File: config.mk
export PLATFORM = sky130hd
export DESIGN_NAME = seg7_scan_driver
export DESIGN_NICKNAME = d
export VERILOG_FILES = /design/src/rtl/seg7_pkg.sv /design/src/rtl/seg7_tick_gen.sv /design/src/rtl/seg7_scan_driver.sv
export SDC_FILE = /design/constraint.sdc
export NUM_CORES = 1
export LEC_CHECK = 0
export ABC_AREA = 1
export CAP_MARGIN = 20
export CORE_MARGIN = 3
export CORE_UTILIZATION = 35
export DETAILED_ROUTE_END_ITERATION = 10
export PLACE_DENSITY = 0.69
export SKIP_CTS_REPAIR_TIMING = 1
export SLEW_MARGIN = 10
export SYNTH_ARGS = -nofsm -noshare
export SYNTH_HDL_FRONTEND = slang
export SYNTH_SLANG_ARGS = --single-unit
File: constraint.sdc
create_clock -name Clkpin -period 3.1 [get_ports Clkpin]
set_clock_uncertainty 0.05 [all_clocks]
set_input_delay 0.62 -clock Clkpin [delete_from_list [all_inputs] [get_ports Clkpin]]
set_output_delay 0.62 -clock Clkpin [all_outputs]
set_load 0.1 [all_outputs]
File: src/rtl/seg7_pkg.sv
// Shared constants and types for the seven-segment scan driver.
package seg7_pkg;

  // All segments off (segments are active-low).
  localparam logic [6:0] SEG_BLANK = 7'h7F;

  // Ticks per digit slot; phase 0 of each slot is the blanking guard.
  localparam int PHASES_PER_SLOT = 16;

  // Width of the phase counter and of the brightness setting.
  localparam int PHASE_W = 4;

  // Width of the digit index (enough for up to 8 digits).
  localparam int DIG_W = 3;

  typedef logic [PHASE_W-1:0] phase_t;
  typedef logic [DIG_W-1:0]   digit_t;

  // Segment and decimal-point drive for the currently lit digit.
  typedef struct packed {
    logic [6:0] seg;
    logic       dp;
  } seg_drive_t;

  // A phase lights the digit when it is past the guard phase and
  // not beyond the requested brightness.
  function automatic logic phase_is_lit(input phase_t phase, input phase_t bright);
    return (phase != '0) && (phase <= bright);
  endfunction

endpackage

File: src/rtl/seg7_tick_gen.sv
// Prescaler: counts 0..PRESCALE-1 and flags the last count as a one-cycle tick.
module seg7_tick_gen #(
  parameter int PRESCALE = 1024
) (
  input  logic Clkpin,
  input  logic reset,
  output logic tick
);

  // A one-bit counter is kept even for PRESCALE=1 so the logic stays regular;
  // with LAST_COUNT = 0 the tick is then simply asserted every cycle.
  localparam int CNT_W = (PRESCALE > 1) ? $clog2(PRESCALE) : 1;
  localparam logic [CNT_W-1:0] LAST_COUNT = CNT_W'(PRESCALE - 1);

  logic [CNT_W-1:0] count;

  // Free-running modulo-PRESCALE counter, restarted by reset.
  always_ff @(posedge Clkpin) begin
    if (reset) begin
      count <= '0;
    end else if (count == LAST_COUNT) begin
      count <= '0;
    end else begin
      count <= count + CNT_W'(1);
    end
  end

  assign tick = (count == LAST_COUNT);

endmodule

File: src/rtl/seg7_scan_driver.sv
// Multiplexed seven-segment scan driver with per-frame input snapshot and
// 16-step brightness (PWM by phase within each digit slot).
module seg7_scan_driver
  import seg7_pkg::*;
#(
  parameter int NUM_DIGITS = 8,
  parameter int PRESCALE   = 1024
) (
  input  logic                    Clkpin,
  input  logic                    reset,
  input  logic [7*NUM_DIGITS-1:0] SegData,
  input  logic [NUM_DIGITS-1:0]   DpData,
  input  logic [NUM_DIGITS-1:0]   DigitEnable,
  input  logic [PHASE_W-1:0]      Brightness,
  output logic [NUM_DIGITS-1:0]   Anode,
  output logic [6:0]              SevenSegmentChar,
  output logic                    DecimalPoint,
  output logic                    FrameStart
);

  localparam digit_t LAST_DIGIT = digit_t'(NUM_DIGITS - 1);
  localparam phase_t LAST_PHASE = phase_t'(PHASES_PER_SLOT - 1);

  logic   tick;
  logic   capture;
  phase_t phase;
  digit_t digit;

  // Snapshot of the host data, refreshed once per frame.
  logic [7*NUM_DIGITS-1:0] snap_seg;
  logic [NUM_DIGITS-1:0]   snap_dp;
  logic [NUM_DIGITS-1:0]   snap_en;
  phase_t                  snap_bright;

  // Output selection helpers.
  logic       lit_phase;
  seg_drive_t lit_drv;

  seg7_tick_gen #(
    .PRESCALE(PRESCALE)
  ) u_tick_gen (
    .Clkpin(Clkpin),
    .reset (reset),
    .tick  (tick)
  );

  // The snapshot is taken on the tick that ends the guard phase of digit 0,
  // so a fresh snapshot is in place before digit 0 first lights.
  assign capture    = tick && (digit == '0) && (phase == '0);
  assign FrameStart = capture;

  // Phase advances every tick; digit index advances when the phase wraps.
  always_ff @(posedge Clkpin) begin
    if (reset) begin
      phase <= '0;
      digit <= '0;
    end else if (tick) begin
      if (phase == LAST_PHASE) begin
        phase <= '0;
        digit <= (digit == LAST_DIGIT) ? '0 : digit + digit_t'(1);
      end else begin
        phase <= phase + phase_t'(1);
      end
    end
  end

  // Capture all host inputs together at frame start; reset leaves the display dark.
  always_ff @(posedge Clkpin) begin
    if (reset) begin
      snap_seg    <= {NUM_DIGITS{SEG_BLANK}};
      snap_dp     <= '1;
      snap_en     <= '0;
      snap_bright <= '0;
    end else if (capture) begin
      snap_seg    <= SegData;
      snap_dp     <= DpData;
      snap_en     <= DigitEnable;
      snap_bright <= Brightness;
    end
  end

  // Drive the current digit from registered state only; blank in every
  // guard phase, beyond the brightness setting, or for a disabled digit.
  always_comb begin
    Anode       = '1;
    lit_drv.seg = SEG_BLANK;
    lit_drv.dp  = 1'b1;
    lit_phase   = phase_is_lit(phase, snap_bright);
    for (int i = 0; i < NUM_DIGITS; i++) begin
      if (lit_phase && snap_en[i] && (digit == digit_t'(i))) begin
        Anode[i]    = 1'b0;
        lit_drv.seg = snap_seg[7*i +: 7];
        lit_drv.dp  = snap_dp[i];
      end
    end
    SevenSegmentChar = lit_drv.seg;
    DecimalPoint     = lit_drv.dp;
  end

endmodule
# Yosys cells after proc, flatten, opt, wreduce, memory -nomap -nowiden

Index checks and enable logic that the tools add are counted.

Mux-type cells: 18
$add $sub $neg: 3
$lt $le $gt $ge: 1
Equality and inequality tests: 9
Reduce and logical (&&, ||, !) cells: 24

Operators by type and width:

| operator                | count |
|---|---|
| $mux W8                 | 8 |
| $logic_and A1 B1 Y1     | 19 |
| $eq A3 B3 Y1 const B    | 4 |
| $add A10 B1 Y10 const B | 1 |
| $eq A10 B10 Y1 const B  | 1 |
| $mux W1                 | 8 |
| $eq A3 B2 Y1 const B    | 2 |
| $add A4 B1 Y4 const B   | 1 |
| $eq A4 B4 Y1 const B    | 1 |
| $le A4 B4 Y1            | 1 |
| $logic_not A4 Y1        | 1 |
| $mux W4                 | 1 |
| $reduce_bool A4 Y1      | 1 |
| $add A3 B1 Y3 const B   | 1 |
| $eq A3 B1 Y1 const B    | 1 |
| $logic_not A3 Y1        | 1 |
| $mux W3                 | 1 |
| $reduce_and A2 Y1       | 1 |
| $reduce_or A2 Y1        | 1 |

Input bits: 78
Word-level logic and storage cells: 62
Output and inout bits: 17
Register bits after elaboration: 93

# Longest topological paths before layout

Depth in word-level cells: 12
Gate-level depth with buffers: 20
Mapped depth without buffers: 19

# By module

From an unflattened synthesis, not the netlist that was laid out.

Cells, all modules: 643
Area, all modules: 4496.8 um^2

By module, submodules not included:

| module           | cells an instance | area an instance (um^2) | seq. area each (um^2) | times used |
|---|---|---|---|---|
| seg7_scan_driver | 585               | 4035.1                  | 1661.6                | 1 |
| seg7_tick_gen    | 58                | 461.7                   | 200.2                 | 1 |

# Worst setup path after synthesis

Ideal clock, no wire load.

Kind: reg-to-output
Start: register phase[0]
End: output DecimalPoint
Stages on the path, launching flop included: 11
Required time: 2.430 ns
Data arrival time: 2.799 ns
Path buffers: 1
Path slack: -0.369 ns
Cell sequence: dfxtp_1 -> inv_1 -> ha_1 -> nand3_2 -> buf_4 -> inv_2 -> a21oi_4 -> nand3_2 -> inv_1 -> nand2_1 -> nand2_1

Word-level cells in the longest chain between the ends: 12
Elaborated cells on any way between the ends: 27
Classes of those cells: order compare (1); mux (8); reduce/logical (18)

RTL lines:

| item                                               | RTL line               | RTL |
|---|---|---|
| start, declared                                    | seg7_scan_driver.sv:26 | `phase_t phase;` |
| start signal, assigned                             | seg7_scan_driver.sv:62 | `phase <= phase + phase_t'(1);` |
| $le A4 B4 Y1 or $reduce_bool A4 Y1 (tied branches) | seg7_pkg.sv:28         | `return (phase != '0) && (phase <= bright);` |
| $logic_and A1 B1 Y1 *                              | seg7_pkg.sv:28         |  |
| $logic_and A1 B1 Y1 (2 in a row)                   | seg7_scan_driver.sv:90 | `if (lit_phase && snap_en[i] && (digit == digit_t'(i))) begin` |
| $mux W8 (7 in a row)                               | seg7_scan_driver.sv:90 |  |
| $mux W8 *                                          | seg7_scan_driver.sv:90 |  |
| end, declared                                      | seg7_scan_driver.sv:17 | `output logic DecimalPoint,` |

Every way passes the cells marked *; elsewhere a longest branch is shown, timed or not.

# Worst setup path in the final report

Start: register snap_bright[1]
End: output DecimalPoint

Word-level cells in the longest chain between the ends: 12
Elaborated cells on any way between the ends: 26
Classes of those cells: order compare (1); mux (8); reduce/logical (17)

RTL lines:

| item                             | RTL line               | RTL |
|---|---|---|
| start, declared                  | seg7_scan_driver.sv:33 | `phase_t snap_bright;` |
| start signal, assigned           | seg7_scan_driver.sv:78 | `snap_bright <= Brightness;` |
| $le A4 B4 Y1 *                   | seg7_pkg.sv:28         |  |
| $logic_and A1 B1 Y1 *            | seg7_pkg.sv:28         |  |
| $logic_and A1 B1 Y1 (2 in a row) | seg7_scan_driver.sv:90 |  |
| $mux W8 (7 in a row)             | seg7_scan_driver.sv:90 |  |
| $mux W8 *                        | seg7_scan_driver.sv:90 |  |

Marked as above.

==> metrics <==
Final Critical Period=3.169 ns; number of DRC markers in iteration 0=335; # IOs=95; Die Area=14380 sq um; count of buffers from port buffering=94; Data arrival, critical path=2.50 ns; Slew HR=63.60%; CTS tree=built; Clk pwr share=46.5%; Post-Layout Cell Count=916; status=complete, but fails checks; Antenna Nets Post-Route=0; fmax=315.6 MHz; switching share of total power=19.63%; post-synthesis cell area=4543 sq um; initial antenna violation count=0; Flop pwr share=48.0%; Setup WS pre-CTS=0.01614 ns; Comb power frac=5.5%; worst hold path type=flip-flop to flip-flop; via total after detailed routing=4367; Power Density=389.9 nW/um^2; Worst EP required=2.43 ns; Initial Util=36.75%; Die Span X=119.9 um; layout cell share with drive strength beyond 1=18.05%; Yosys reg bits=93; chip height=119.9 um; clk slew on worst S/H paths=0.06 ns; max_cap viols=0; GPL Wtd Cong=0.8289; DRC Markers=0; syn avg cell area=7.065 sq um; CTS Buf Count=9; number of nets in the layout=834; Post-synth ARST share=0%; failing checks=setup timing; post-DP HPWL=9107 um; final wirelength=13010 um; kind of critical path=flip-flop to output port; wire per inst=14.20 um; diode count=0; Yosys cell types=35; CP max FO=8; post-synth net total=734; maximum root-to-sink buffer count=2; CORE AREA=12360 sq um; Int Pwr=0.002006 W; period utilization=102.2%; GRT Util Overall=17.28%; Synth Flop Type=dfxtp_1; H-Tree Depth=3; EDFF count, synth=0; root buf cell=clkbuf_16; Final Hold Viols=0; endpoints failing setup=8; Worst Setup End Kind=output port; vias in the first global route=4085; # fillers=1161; Area Overhead vs Synth=40.87%; largest net degree at the start of global routing=99; vias per cell=4.767; sequential-to-total area share from yosys stat=40.98%; Slew @ Worst Pin=0.5460 ns; max-slew violations=0; final core utilization=51.77%; first-pass GRT wire length=20070 um; total gr overflow=0; unrepaired setup endpoints after global routing=true; cell count after synthesis=643; area of the multi-input gates=2379 sq um; Setup TNS Final=-0.4213 ns; critical path startpoint category=flip-flop; # clock sinks=93; register area=1876 sq um; sw power=0.0004897 W; latest clock arrival within the worst-skew pair=0.34 ns; drt first pass iters=5; Inst Count DP=880; Peak VDD IR=0.0002623 V; row count=40; Pleak=2.980 nW; Synth warnings=0; final worst setup slack=-0.06858 ns
[cell usage after synthesis, types with 11 or more instances]
cell type  instances  area [sq um]
nor2_1            31         116.4
clkbuf_1          13         48.80
nand3_1           50         250.2
dfxtp_1           93          1862
inv_1             78         292.8
nand2_1          178         668.1
buf_2             11         55.05
o21ai_0           48         240.2
ha_1              13         162.7
o21ai_1           16         80.08
a21oi_1           37         185.2
inv_2             11         41.29
nand4_1           13         81.33
[path summary, 6_finish.rpt]
check        slack [ns]                        endpoint                           start  cells after the start
max               -0.07                    DecimalPoint     snap_bright[1]$_SDFFE_PP0P_                     16
min                0.41  u_tick_gen.count[0]$_SDFF_PP0_  u_tick_gen.count[0]$_SDFF_PP0_                      1
max reg2reg        0.98         snap_dp[5]$_SDFFE_PP1P_  u_tick_gen.count[0]$_SDFF_PP0_                     12
min reg2reg        0.41  u_tick_gen.count[0]$_SDFF_PP0_  u_tick_gen.count[0]$_SDFF_PP0_                      1
[state kept, by name, indices dropped and copies added, names as in the netlist]
register / cells
snap_seg: 56
u_tick_gen.count: 10
snap_dp: 8
snap_en: 8
phase: 4
snap_bright: 4
digit: 3
[routing by layer]
metal  global-route usage, %  routed length [um]
met1                   23.21                6022
met2                   26.91                5958
met3                   4.288                 725
met4                   6.156                 299
met5                       0                   0
[critical path: stages, from the launching register on]
cell     delay (ns)
dfxtp_2        0.32
inv_2          0.05
ha_4           0.24
nand2_2        0.07
nand2_2        0.05
nand2_2        0.07
nand2_4        0.09
nand2_8        0.13
nand2_8        0.07
nor2_8         0.20
nand3_2        0.22
o21ai_1        0.21
inv_1          0.06
nand2_1        0.06
nand2_1        0.05
nand2_2        0.09
buf_12         0.18
[stage by stage]
step,hold WS (ns),total power [W],area [sq um]
after floorplan,0.3675,0.001255,4571
final,0.4060,0.002495,6400
after global routing,0.4404,0.002586,6400
after global placement,0.3784,0.001363,5741
after detailed placement,0.4003,0.001365,5741
after CTS,0.4091,0.002515,6063
[final cells by class]
type	count	area share (%)
inverters	91	5.455
repair buffers	116	19.75
well taps	168	3.284
flip-flops and latches	93	29.31
clock buffers	14	4.438
multi-input cells	432	37.17
clock inverters	2	0.6061
[cells in the final DEF (no fill, tap or decap), drive strengths merged, types with 3 or more instances in the layout]
cell type	n
nand3	59
buf	39
or2	11
dfxtp	93
inv	88
clkinv	3
nor2	33
a21oi	38
clkbuf	14
nand2	185
nor3	4
clkdlybuf4s50	77
nand4	14
o21ai	64
a211oi	6
ha	13
[power by group through the flow]
| stage | logic (W) | clock network, W | registers [W] |
|---|---|---|---|
| 6_report | 0.000137 | 0.00116 | 0.00120 |
| 3_3_place_gp | 0.000137 | 0 | 0.00123 |
| 5_1_grt | 0.000149 | 0.00124 | 0.00120 |
| 4_1_cts | 0.000139 | 0.00118 | 0.00120 |
| 2_1_floorplan | 0.0000282 | 0 | 0.00123 |
| 3_5_place_dp | 0.000138 | 0 | 0.00123 |
[cells by family (layout without fill, tap and decap cells)]
family,after synthesis,in the layout,synth area share [%]
DFF,93,93,40.98
xor gates and xnor gates,2,2,0.3856
adders and majority gates,13,13,3.580
buffers and inverters,121,223,11.15
AOI/OAI and AO/OA,109,109,12.72
and+or+nand+nor,305,308,31.18
(Power assumes the default switching activity.)
